$ cat config.mk
export PLATFORM = sky130hd
export DESIGN_NAME = hu_audiodec_dma_rd_arbiter_flat
export DESIGN_NICKNAME = d
export VERILOG_FILES = /design/src/rtl/hu_audiodec_dma_rd_arbiter_if.sv /design/src/rtl/hu_audiodec_dma_rd_arbiter.sv /design/src/flat_wrapper.sv
export SDC_FILE = /design/constraint.sdc
export NUM_CORES = 1
export LEC_CHECK = 0
export CAP_MARGIN = 25
export CORE_AREA = 2 2 132 134
export DETAILED_ROUTE_END_ITERATION = 8
export DIE_AREA = 0 0 134 136
export HOLD_SLACK_MARGIN = 0.02
export PLACE_DENSITY_LB_ADDON = 0.1
export REMOVE_ABC_BUFFERS = 1
export SETUP_SLACK_MARGIN = 0.1
export SYNTH_ARGS = -nofsm -noshare
export SYNTH_HDL_FRONTEND = slang
export SYNTH_SLANG_ARGS = --single-unit
$ cat constraint.sdc
create_clock -name clk -period 2.3 [get_ports clk]
set_input_delay 0.345 -clock clk [delete_from_list [all_inputs] [get_ports clk]]
set_output_delay 0.345 -clock clk [all_outputs]
set_load 0.01 [all_outputs]
$ cat src/rtl/hu_audiodec_dma_rd_arbiter_if.sv
// Bundle of the two requester ports and the ESP DMA read ctrl/chnl port.
// master: arbiter side. slave: requesters + DMA engine side.
interface hu_audiodec_dma_rd_arbiter_if #(
  parameter int DATA_W = 64,
  parameter int LEN_W  = 32
);
  logic              rq0_ctrl_valid;
  logic              rq0_ctrl_ready;
  logic [LEN_W-1:0]  rq0_ctrl_index;
  logic [LEN_W-1:0]  rq0_ctrl_length;
  logic [2:0]        rq0_ctrl_size;
  logic              rq0_chnl_valid;
  logic              rq0_chnl_ready;

  logic              rq1_ctrl_valid;
  logic              rq1_ctrl_ready;
  logic [LEN_W-1:0]  rq1_ctrl_index;
  logic [LEN_W-1:0]  rq1_ctrl_length;
  logic [2:0]        rq1_ctrl_size;
  logic              rq1_chnl_valid;
  logic              rq1_chnl_ready;

  logic [DATA_W-1:0] rq_chnl_data;

  logic              dma_read_ctrl_valid;
  logic              dma_read_ctrl_ready;
  logic [LEN_W-1:0]  dma_read_ctrl_data_index;
  logic [LEN_W-1:0]  dma_read_ctrl_data_length;
  logic [2:0]        dma_read_ctrl_data_size;
  logic              dma_read_chnl_valid;
  logic              dma_read_chnl_ready;
  logic [DATA_W-1:0] dma_read_chnl_data;

  logic              grant;
  logic              busy;

  modport master (
    input  rq0_ctrl_valid, rq0_ctrl_index, rq0_ctrl_length, rq0_ctrl_size, rq0_chnl_ready,
    input  rq1_ctrl_valid, rq1_ctrl_index, rq1_ctrl_length, rq1_ctrl_size, rq1_chnl_ready,
    output rq0_ctrl_ready, rq0_chnl_valid, rq1_ctrl_ready, rq1_chnl_valid, rq_chnl_data,
    output dma_read_ctrl_valid, dma_read_ctrl_data_index, dma_read_ctrl_data_length,
    output dma_read_ctrl_data_size, dma_read_chnl_ready,
    input  dma_read_ctrl_ready, dma_read_chnl_valid, dma_read_chnl_data,
    output grant, busy
  );

  modport slave (
    output rq0_ctrl_valid, rq0_ctrl_index, rq0_ctrl_length, rq0_ctrl_size, rq0_chnl_ready,
    output rq1_ctrl_valid, rq1_ctrl_index, rq1_ctrl_length, rq1_ctrl_size, rq1_chnl_ready,
    input  rq0_ctrl_ready, rq0_chnl_valid, rq1_ctrl_ready, rq1_chnl_valid, rq_chnl_data,
    input  dma_read_ctrl_valid, dma_read_ctrl_data_index, dma_read_ctrl_data_length,
    input  dma_read_ctrl_data_size, dma_read_chnl_ready,
    output dma_read_ctrl_ready, dma_read_chnl_valid, dma_read_chnl_data,
    input  grant, busy
  );
endinterface

$ cat src/rtl/hu_audiodec_dma_rd_arbiter.sv
// Two-requester arbiter for the audio decoder's DMA read path; beats pass through unregistered.
// Define HU_DMA_RD_ARB_FIXED_PRIO_EN for fixed priority (requester 0 wins ties); default is round-robin.
module hu_audiodec_dma_rd_arbiter #(
  parameter int DATA_W = 64,
  parameter int LEN_W  = 32
) (
  input  logic clk,
  input  logic rst,
  hu_audiodec_dma_rd_arbiter_if.master bus
);

  typedef enum logic [1:0] {IDLE, CTRL, DATA} state_t;

  state_t            state, state_nxt;
  logic              grant_q;
  logic [LEN_W-1:0]  index_q, length_q, cnt_q;
  logic [2:0]        size_q;
  logic              any_req, win, sel_ready, ctrl_hs, beat_hs;
  logic [DATA_W-1:0] data_p0;

  assign any_req = bus.rq0_ctrl_valid | bus.rq1_ctrl_valid;

  always_comb begin
    win = bus.rq1_ctrl_valid;
    if (bus.rq0_ctrl_valid && bus.rq1_ctrl_valid) begin
`ifdef HU_DMA_RD_ARB_FIXED_PRIO_EN
      win = 1'b0;
`else
      win = ~grant_q;
`endif
    end
  end

  assign sel_ready = grant_q ? bus.rq1_chnl_ready : bus.rq0_chnl_ready;
  assign ctrl_hs   = (state == CTRL) && bus.dma_read_ctrl_ready;
  assign beat_hs   = (state == DATA) && bus.dma_read_chnl_valid && sel_ready;

  always_comb begin
    state_nxt               = state;
    bus.rq0_ctrl_ready      = 1'b0;
    bus.rq1_ctrl_ready      = 1'b0;
    bus.dma_read_ctrl_valid = 1'b0;
    bus.dma_read_chnl_ready = 1'b0;
    bus.rq0_chnl_valid      = 1'b0;
    bus.rq1_chnl_valid      = 1'b0;
    case (state)
      IDLE: begin
        if (any_req) begin
          state_nxt = CTRL;
          if (win) bus.rq1_ctrl_ready = 1'b1;
          else     bus.rq0_ctrl_ready = 1'b1;
        end
      end
      CTRL: begin
        bus.dma_read_ctrl_valid = 1'b1;
        if (bus.dma_read_ctrl_ready)
          state_nxt = (length_q == '0) ? IDLE : DATA;
      end
      DATA: begin
        bus.dma_read_chnl_ready = sel_ready;
        if (grant_q) bus.rq1_chnl_valid = bus.dma_read_chnl_valid;
        else         bus.rq0_chnl_valid = bus.dma_read_chnl_valid;
        if (beat_hs && cnt_q == LEN_W'(1))
          state_nxt = IDLE;
      end
      default: state_nxt = IDLE;
    endcase
  end

  // Command capture at grant, beat counter loaded on the ctrl handshake
  always_ff @(posedge clk) begin
    if (!rst) begin
      state    <= IDLE;
      grant_q  <= 1'b1;
      index_q  <= '0;
      length_q <= '0;
      size_q   <= '0;
      cnt_q    <= '0;
    end else begin
      state <= state_nxt;
      if (state == IDLE && any_req) begin
        grant_q  <= win;
        index_q  <= win ? bus.rq1_ctrl_index  : bus.rq0_ctrl_index;
        length_q <= win ? bus.rq1_ctrl_length : bus.rq0_ctrl_length;
        size_q   <= win ? bus.rq1_ctrl_size   : bus.rq0_ctrl_size;
      end
      if (ctrl_hs)
        cnt_q <= length_q;
      else if (beat_hs && cnt_q != '0)
        cnt_q <= cnt_q - LEN_W'(1);
    end
  end

  assign data_p0                       = bus.dma_read_chnl_data;
  assign bus.rq_chnl_data              = data_p0;
  assign bus.dma_read_ctrl_data_index  = index_q;
  assign bus.dma_read_ctrl_data_length = length_q;
  assign bus.dma_read_ctrl_data_size   = size_q;
  assign bus.grant                     = grant_q;
  assign bus.busy                      = (state != IDLE);

endmodule

$ cat src/flat_wrapper.sv
// flat-port wrapper written by rule: the top's interface ports become plain ports
module hu_audiodec_dma_rd_arbiter_flat 
#(
  parameter int DATA_W = 64,
  parameter int LEN_W  = 32
)
  (clk, rst, bus_rq0_ctrl_valid, bus_rq0_ctrl_index, bus_rq0_ctrl_length, bus_rq0_ctrl_size, bus_rq0_chnl_ready, bus_rq1_ctrl_valid, bus_rq1_ctrl_index, bus_rq1_ctrl_length, bus_rq1_ctrl_size, bus_rq1_chnl_ready, bus_rq0_ctrl_ready, bus_rq0_chnl_valid, bus_rq1_ctrl_ready, bus_rq1_chnl_valid, bus_rq_chnl_data, bus_dma_read_ctrl_valid, bus_dma_read_ctrl_data_index, bus_dma_read_ctrl_data_length, bus_dma_read_ctrl_data_size, bus_dma_read_chnl_ready, bus_dma_read_ctrl_ready, bus_dma_read_chnl_valid, bus_dma_read_chnl_data, bus_grant, bus_busy);
  hu_audiodec_dma_rd_arbiter_if #(.DATA_W(DATA_W), .LEN_W(LEN_W)) bus_i ();
  input  logic clk;
  input  logic rst;
  input wire logic [$bits(bus_i.rq0_ctrl_valid)-1:0] bus_rq0_ctrl_valid;
  input wire logic [$bits(bus_i.rq0_ctrl_index)-1:0] bus_rq0_ctrl_index;
  input wire logic [$bits(bus_i.rq0_ctrl_length)-1:0] bus_rq0_ctrl_length;
  input wire logic [$bits(bus_i.rq0_ctrl_size)-1:0] bus_rq0_ctrl_size;
  input wire logic [$bits(bus_i.rq0_chnl_ready)-1:0] bus_rq0_chnl_ready;
  input wire logic [$bits(bus_i.rq1_ctrl_valid)-1:0] bus_rq1_ctrl_valid;
  input wire logic [$bits(bus_i.rq1_ctrl_index)-1:0] bus_rq1_ctrl_index;
  input wire logic [$bits(bus_i.rq1_ctrl_length)-1:0] bus_rq1_ctrl_length;
  input wire logic [$bits(bus_i.rq1_ctrl_size)-1:0] bus_rq1_ctrl_size;
  input wire logic [$bits(bus_i.rq1_chnl_ready)-1:0] bus_rq1_chnl_ready;
  output wire logic [$bits(bus_i.rq0_ctrl_ready)-1:0] bus_rq0_ctrl_ready;
  output wire logic [$bits(bus_i.rq0_chnl_valid)-1:0] bus_rq0_chnl_valid;
  output wire logic [$bits(bus_i.rq1_ctrl_ready)-1:0] bus_rq1_ctrl_ready;
  output wire logic [$bits(bus_i.rq1_chnl_valid)-1:0] bus_rq1_chnl_valid;
  output wire logic [$bits(bus_i.rq_chnl_data)-1:0] bus_rq_chnl_data;
  output wire logic [$bits(bus_i.dma_read_ctrl_valid)-1:0] bus_dma_read_ctrl_valid;
  output wire logic [$bits(bus_i.dma_read_ctrl_data_index)-1:0] bus_dma_read_ctrl_data_index;
  output wire logic [$bits(bus_i.dma_read_ctrl_data_length)-1:0] bus_dma_read_ctrl_data_length;
  output wire logic [$bits(bus_i.dma_read_ctrl_data_size)-1:0] bus_dma_read_ctrl_data_size;
  output wire logic [$bits(bus_i.dma_read_chnl_ready)-1:0] bus_dma_read_chnl_ready;
  input wire logic [$bits(bus_i.dma_read_ctrl_ready)-1:0] bus_dma_read_ctrl_ready;
  input wire logic [$bits(bus_i.dma_read_chnl_valid)-1:0] bus_dma_read_chnl_valid;
  input wire logic [$bits(bus_i.dma_read_chnl_data)-1:0] bus_dma_read_chnl_data;
  output wire logic [$bits(bus_i.grant)-1:0] bus_grant;
  output wire logic [$bits(bus_i.busy)-1:0] bus_busy;
  assign bus_i.rq0_ctrl_valid = bus_rq0_ctrl_valid;
  assign bus_i.rq0_ctrl_index = bus_rq0_ctrl_index;
  assign bus_i.rq0_ctrl_length = bus_rq0_ctrl_length;
  assign bus_i.rq0_ctrl_size = bus_rq0_ctrl_size;
  assign bus_i.rq0_chnl_ready = bus_rq0_chnl_ready;
  assign bus_i.rq1_ctrl_valid = bus_rq1_ctrl_valid;
  assign bus_i.rq1_ctrl_index = bus_rq1_ctrl_index;
  assign bus_i.rq1_ctrl_length = bus_rq1_ctrl_length;
  assign bus_i.rq1_ctrl_size = bus_rq1_ctrl_size;
  assign bus_i.rq1_chnl_ready = bus_rq1_chnl_ready;
  assign bus_rq0_ctrl_ready = bus_i.rq0_ctrl_ready;
  assign bus_rq0_chnl_valid = bus_i.rq0_chnl_valid;
  assign bus_rq1_ctrl_ready = bus_i.rq1_ctrl_ready;
  assign bus_rq1_chnl_valid = bus_i.rq1_chnl_valid;
  assign bus_rq_chnl_data = bus_i.rq_chnl_data;
  assign bus_dma_read_ctrl_valid = bus_i.dma_read_ctrl_valid;
  assign bus_dma_read_ctrl_data_index = bus_i.dma_read_ctrl_data_index;
  assign bus_dma_read_ctrl_data_length = bus_i.dma_read_ctrl_data_length;
  assign bus_dma_read_ctrl_data_size = bus_i.dma_read_ctrl_data_size;
  assign bus_dma_read_chnl_ready = bus_i.dma_read_chnl_ready;
  assign bus_i.dma_read_ctrl_ready = bus_dma_read_ctrl_ready;
  assign bus_i.dma_read_chnl_valid = bus_dma_read_chnl_valid;
  assign bus_i.dma_read_chnl_data = bus_dma_read_chnl_data;
  assign bus_grant = bus_i.grant;
  assign bus_busy = bus_i.busy;
  hu_audiodec_dma_rd_arbiter #(.DATA_W(DATA_W), .LEN_W(LEN_W)) u_core (.clk(clk), .rst(rst), .bus(bus_i));
endmodule
==> results.md <==
* Outcome: complete, no violations
* Synth Cell Area at roughly 0.0056 mm²
* Share of the synthesized area in the top cell type at 0.365
* Die Wd at ~130 µm
* Antenna diode count at 0
* Post-DRT Antenna Nets at 0
* Worst-margin pin slew at 488 ps
* Mean Syn Cell Area at 8.48 µm²
* 1st-pass router iterations at 5
* Latest clock arrival within the worst-skew pair at 360 ps
* Largest net degree at the start of global routing at 87
* H-tree Lvls at 3
* Most frequent cells in the layout: clkdlybuf4s50_1, dfxtp_1, nor2_1
* GRT overflow at 0
* Gate Count Post-Synth at about 660
* Number of global-route vias before repair at 5527
* IO Pins at 345
* Util after Layout at 0.486
* Crit path max fanout at 5
* Via density per instance at ~5.4
* Pwr Density at about 680 mW/mm²
* Die area at about 0.018 mm²
* Pre-CTS setup slack at 5.97 ps
* Iteration-0 DRC Markers at 424
* Unrepaired setup endpoints after global routing: yes
* Final setup viols at 0
* Max_cap viols at 0
* Routed len/inst at approximately 23 µm
* CP Class: primary input to output port
* DP Wirelength at between 20000 and 25000 µm
* EDFF count, synth at 0
* Hold bufs inserted after CTS at 0
* Final WL at about 25000 µm
* Synth async-reset ratio at 0
* Port-buffer cells at 216
* Peak VDD IR at 386 µV
* CP Data Required Time at 1960 ps
* Drc violations at 0
* Most common cell after layout, fill and taps aside: clkdlybuf4s50_1
* Startpoint Class: primary input
* Area delta synth->final at 46.6%
* Fin nets at around 1000
* Worst R2R Setup Slack at between 200 and 250 ps
* Worst slew margin at 0.666
* # rows at 48
* Vias at 5746
* Prevailing post-synth register cell: dfxtp_1
* Worst path max stage delay at a little under 600 ps
* Netlist cell types at 64
* Initial antenna violation count at 0
* Yosys warns at 0
* Crit-path most repeated cell: clkdlybuf4s50_1
* Slew Viols, Final at 0
* Initial Utilization at 0.331
* Register area share after synthesis at 0.365
* Fmax at 467 MHz
* TNS Setup at 0 ps
* Global-route wire length before repair at 36300 µm
* Period utilization at 0.931
* Total GRT Usage at 0.271
* Core Box Area at 0.0169 mm²
* Final setup margin at 158 ps
* WP data arrival at 1800 ps
* # clock sinks at 102
* Clock skew at 12.7 ps
* Static leakage at 0.00311 µW
* Die H at roughly 140 µm
* Critical-path top delay cell: clkdlybuf4s50_1
* Cell Chain, Critical Path: clkdlybuf4s50_1, mux2_4, nor2b_1, clkdlybuf4s50_1
* Yosys top cell by area: dfxtp_1
* Main area contributors after synthesis: dfxtp_1, buf_4, mux2i_1, a211oi_1, nor2_1
* Root buffer cell: clkbuf_16
* Finished Layout Cells at 1063
* Layout cells sized above 1 at 0.117
* Endpoints failing hold at 0
* CTS buffer count at 9
* #FFs+latches synth at 102
* Min-Delay Path Class: register to register
* Final min period at between 2000 and 2500 ps
* CTS tree: yes
* Placed cells at 1042
* CTS Buffer Depth at 2
* Crit. End Element: output port
* Clock transition at path regs at 80 ps
* Final GP Congestion at 0.934
[through the flow]
stage	hold slack, ps	area [µm²]	power, µW
detailed placement	446	7830	4000
global route	473	8200	5840
global placement	438	7830	3990
finish	457	8200	5560
CTS	460	8150	5570
floorplan	407	4900	3020
[per-layer routing]
metal  track usage  vias to the layer above  part of all wire
met5        0.0528                        -            0.0050
met4        0.0691                        2             0.024
met3         0.238                       35              0.20
met2         0.431                      343              0.45
met1         0.259                     2638              0.32
li1              -                     2728                 -
[layout make-up]
type                    instances  area [µm²]
clock inverters                 5        47.5
fillers                      1595        8680
multi-input cells             441        2890
repair buffers                274        2660
well taps                     225         282
clock buffers                  11         253
inverters                       5        18.8
flip-flops and latches        102        2040
[worst paths after layout]
kind	from	to	cells past startpoint
max	bus_rq0_chnl_ready	bus_dma_read_chnl_ready	4
min	u_core.bus.dma_read_ctrl_data_index[1]$_SDFFE_PN0P_	u_core.bus.dma_read_ctrl_data_index[1]$_SDFFE_PN0P_	2
max reg2reg	u_core.cnt_q[0]$_SDFFE_PN0P_	u_core.cnt_q[27]$_SDFFE_PN0P_	9
min reg2reg	u_core.bus.dma_read_ctrl_data_index[1]$_SDFFE_PN0P_	u_core.bus.dma_read_ctrl_data_index[1]$_SDFFE_PN0P_	2
[synthesized netlist by cell type, types with 7 or more instances]
library cell	count
clkbuf_1	32
nand4_1	8
nand2_1	53
a211oi_1	44
a22oi_1	25
nor3_1	10
nor4_1	12
a31oi_1	16
nor2_1	61
nand3_1	17
a32oi_1	7
mux2i_1	44
buf_4	66
a21oi_1	45
o21ai_0	7
dfxtp_1	102
[power by group]
part	switching, µW	internal (µW)	total (µW)
registers	176	1940	2120
logic	922	954	1880
clock network	744	818	1560
total	1840	3720	5560
[flip-flops by register name, indices dropped and copies added, names as in the netlist]
register                              flops
u_core.bus.dma_read_ctrl_data_index      32
u_core.bus.dma_read_ctrl_data_length     32
u_core.bus.dma_read_ctrl_data_size        3
u_core.bus.grant                          1
u_core.cnt_q                             32
u_core.state                              2
[kinds of logic (layout without fill, tap and decap cells)]
| family | count (synthesis) | in the layout | share of synthesized area |
|---|---|---|---|
| xor+xnor | 1 | 1 | 0.00157 |
| mux | 45 | 45 | 0.0808 |
| fa+ha+maj | 2 | 2 | 0.00448 |
| compound gates | 185 | 185 | 0.232 |
| flops | 102 | 102 | 0.365 |
| buf+inv | 116 | 295 | 0.126 |
| simple gates | 208 | 208 | 0.190 |
[repair_timing]
item | in CTS | in global routing
setup buffers | 3 | 2
setup endpoints to repair | 8 | 24
gates resized for setup | 4 | 8
pin swaps | 1 | 2
hold endpoints to repair | 0 | 0
[critical path: cells and delay by family]
family	cells	cell delay, ps
buf+inv	2	1040
simple gates	1	230
mux	1	180
No activity file was read; power rests on OpenSTA's default activity.
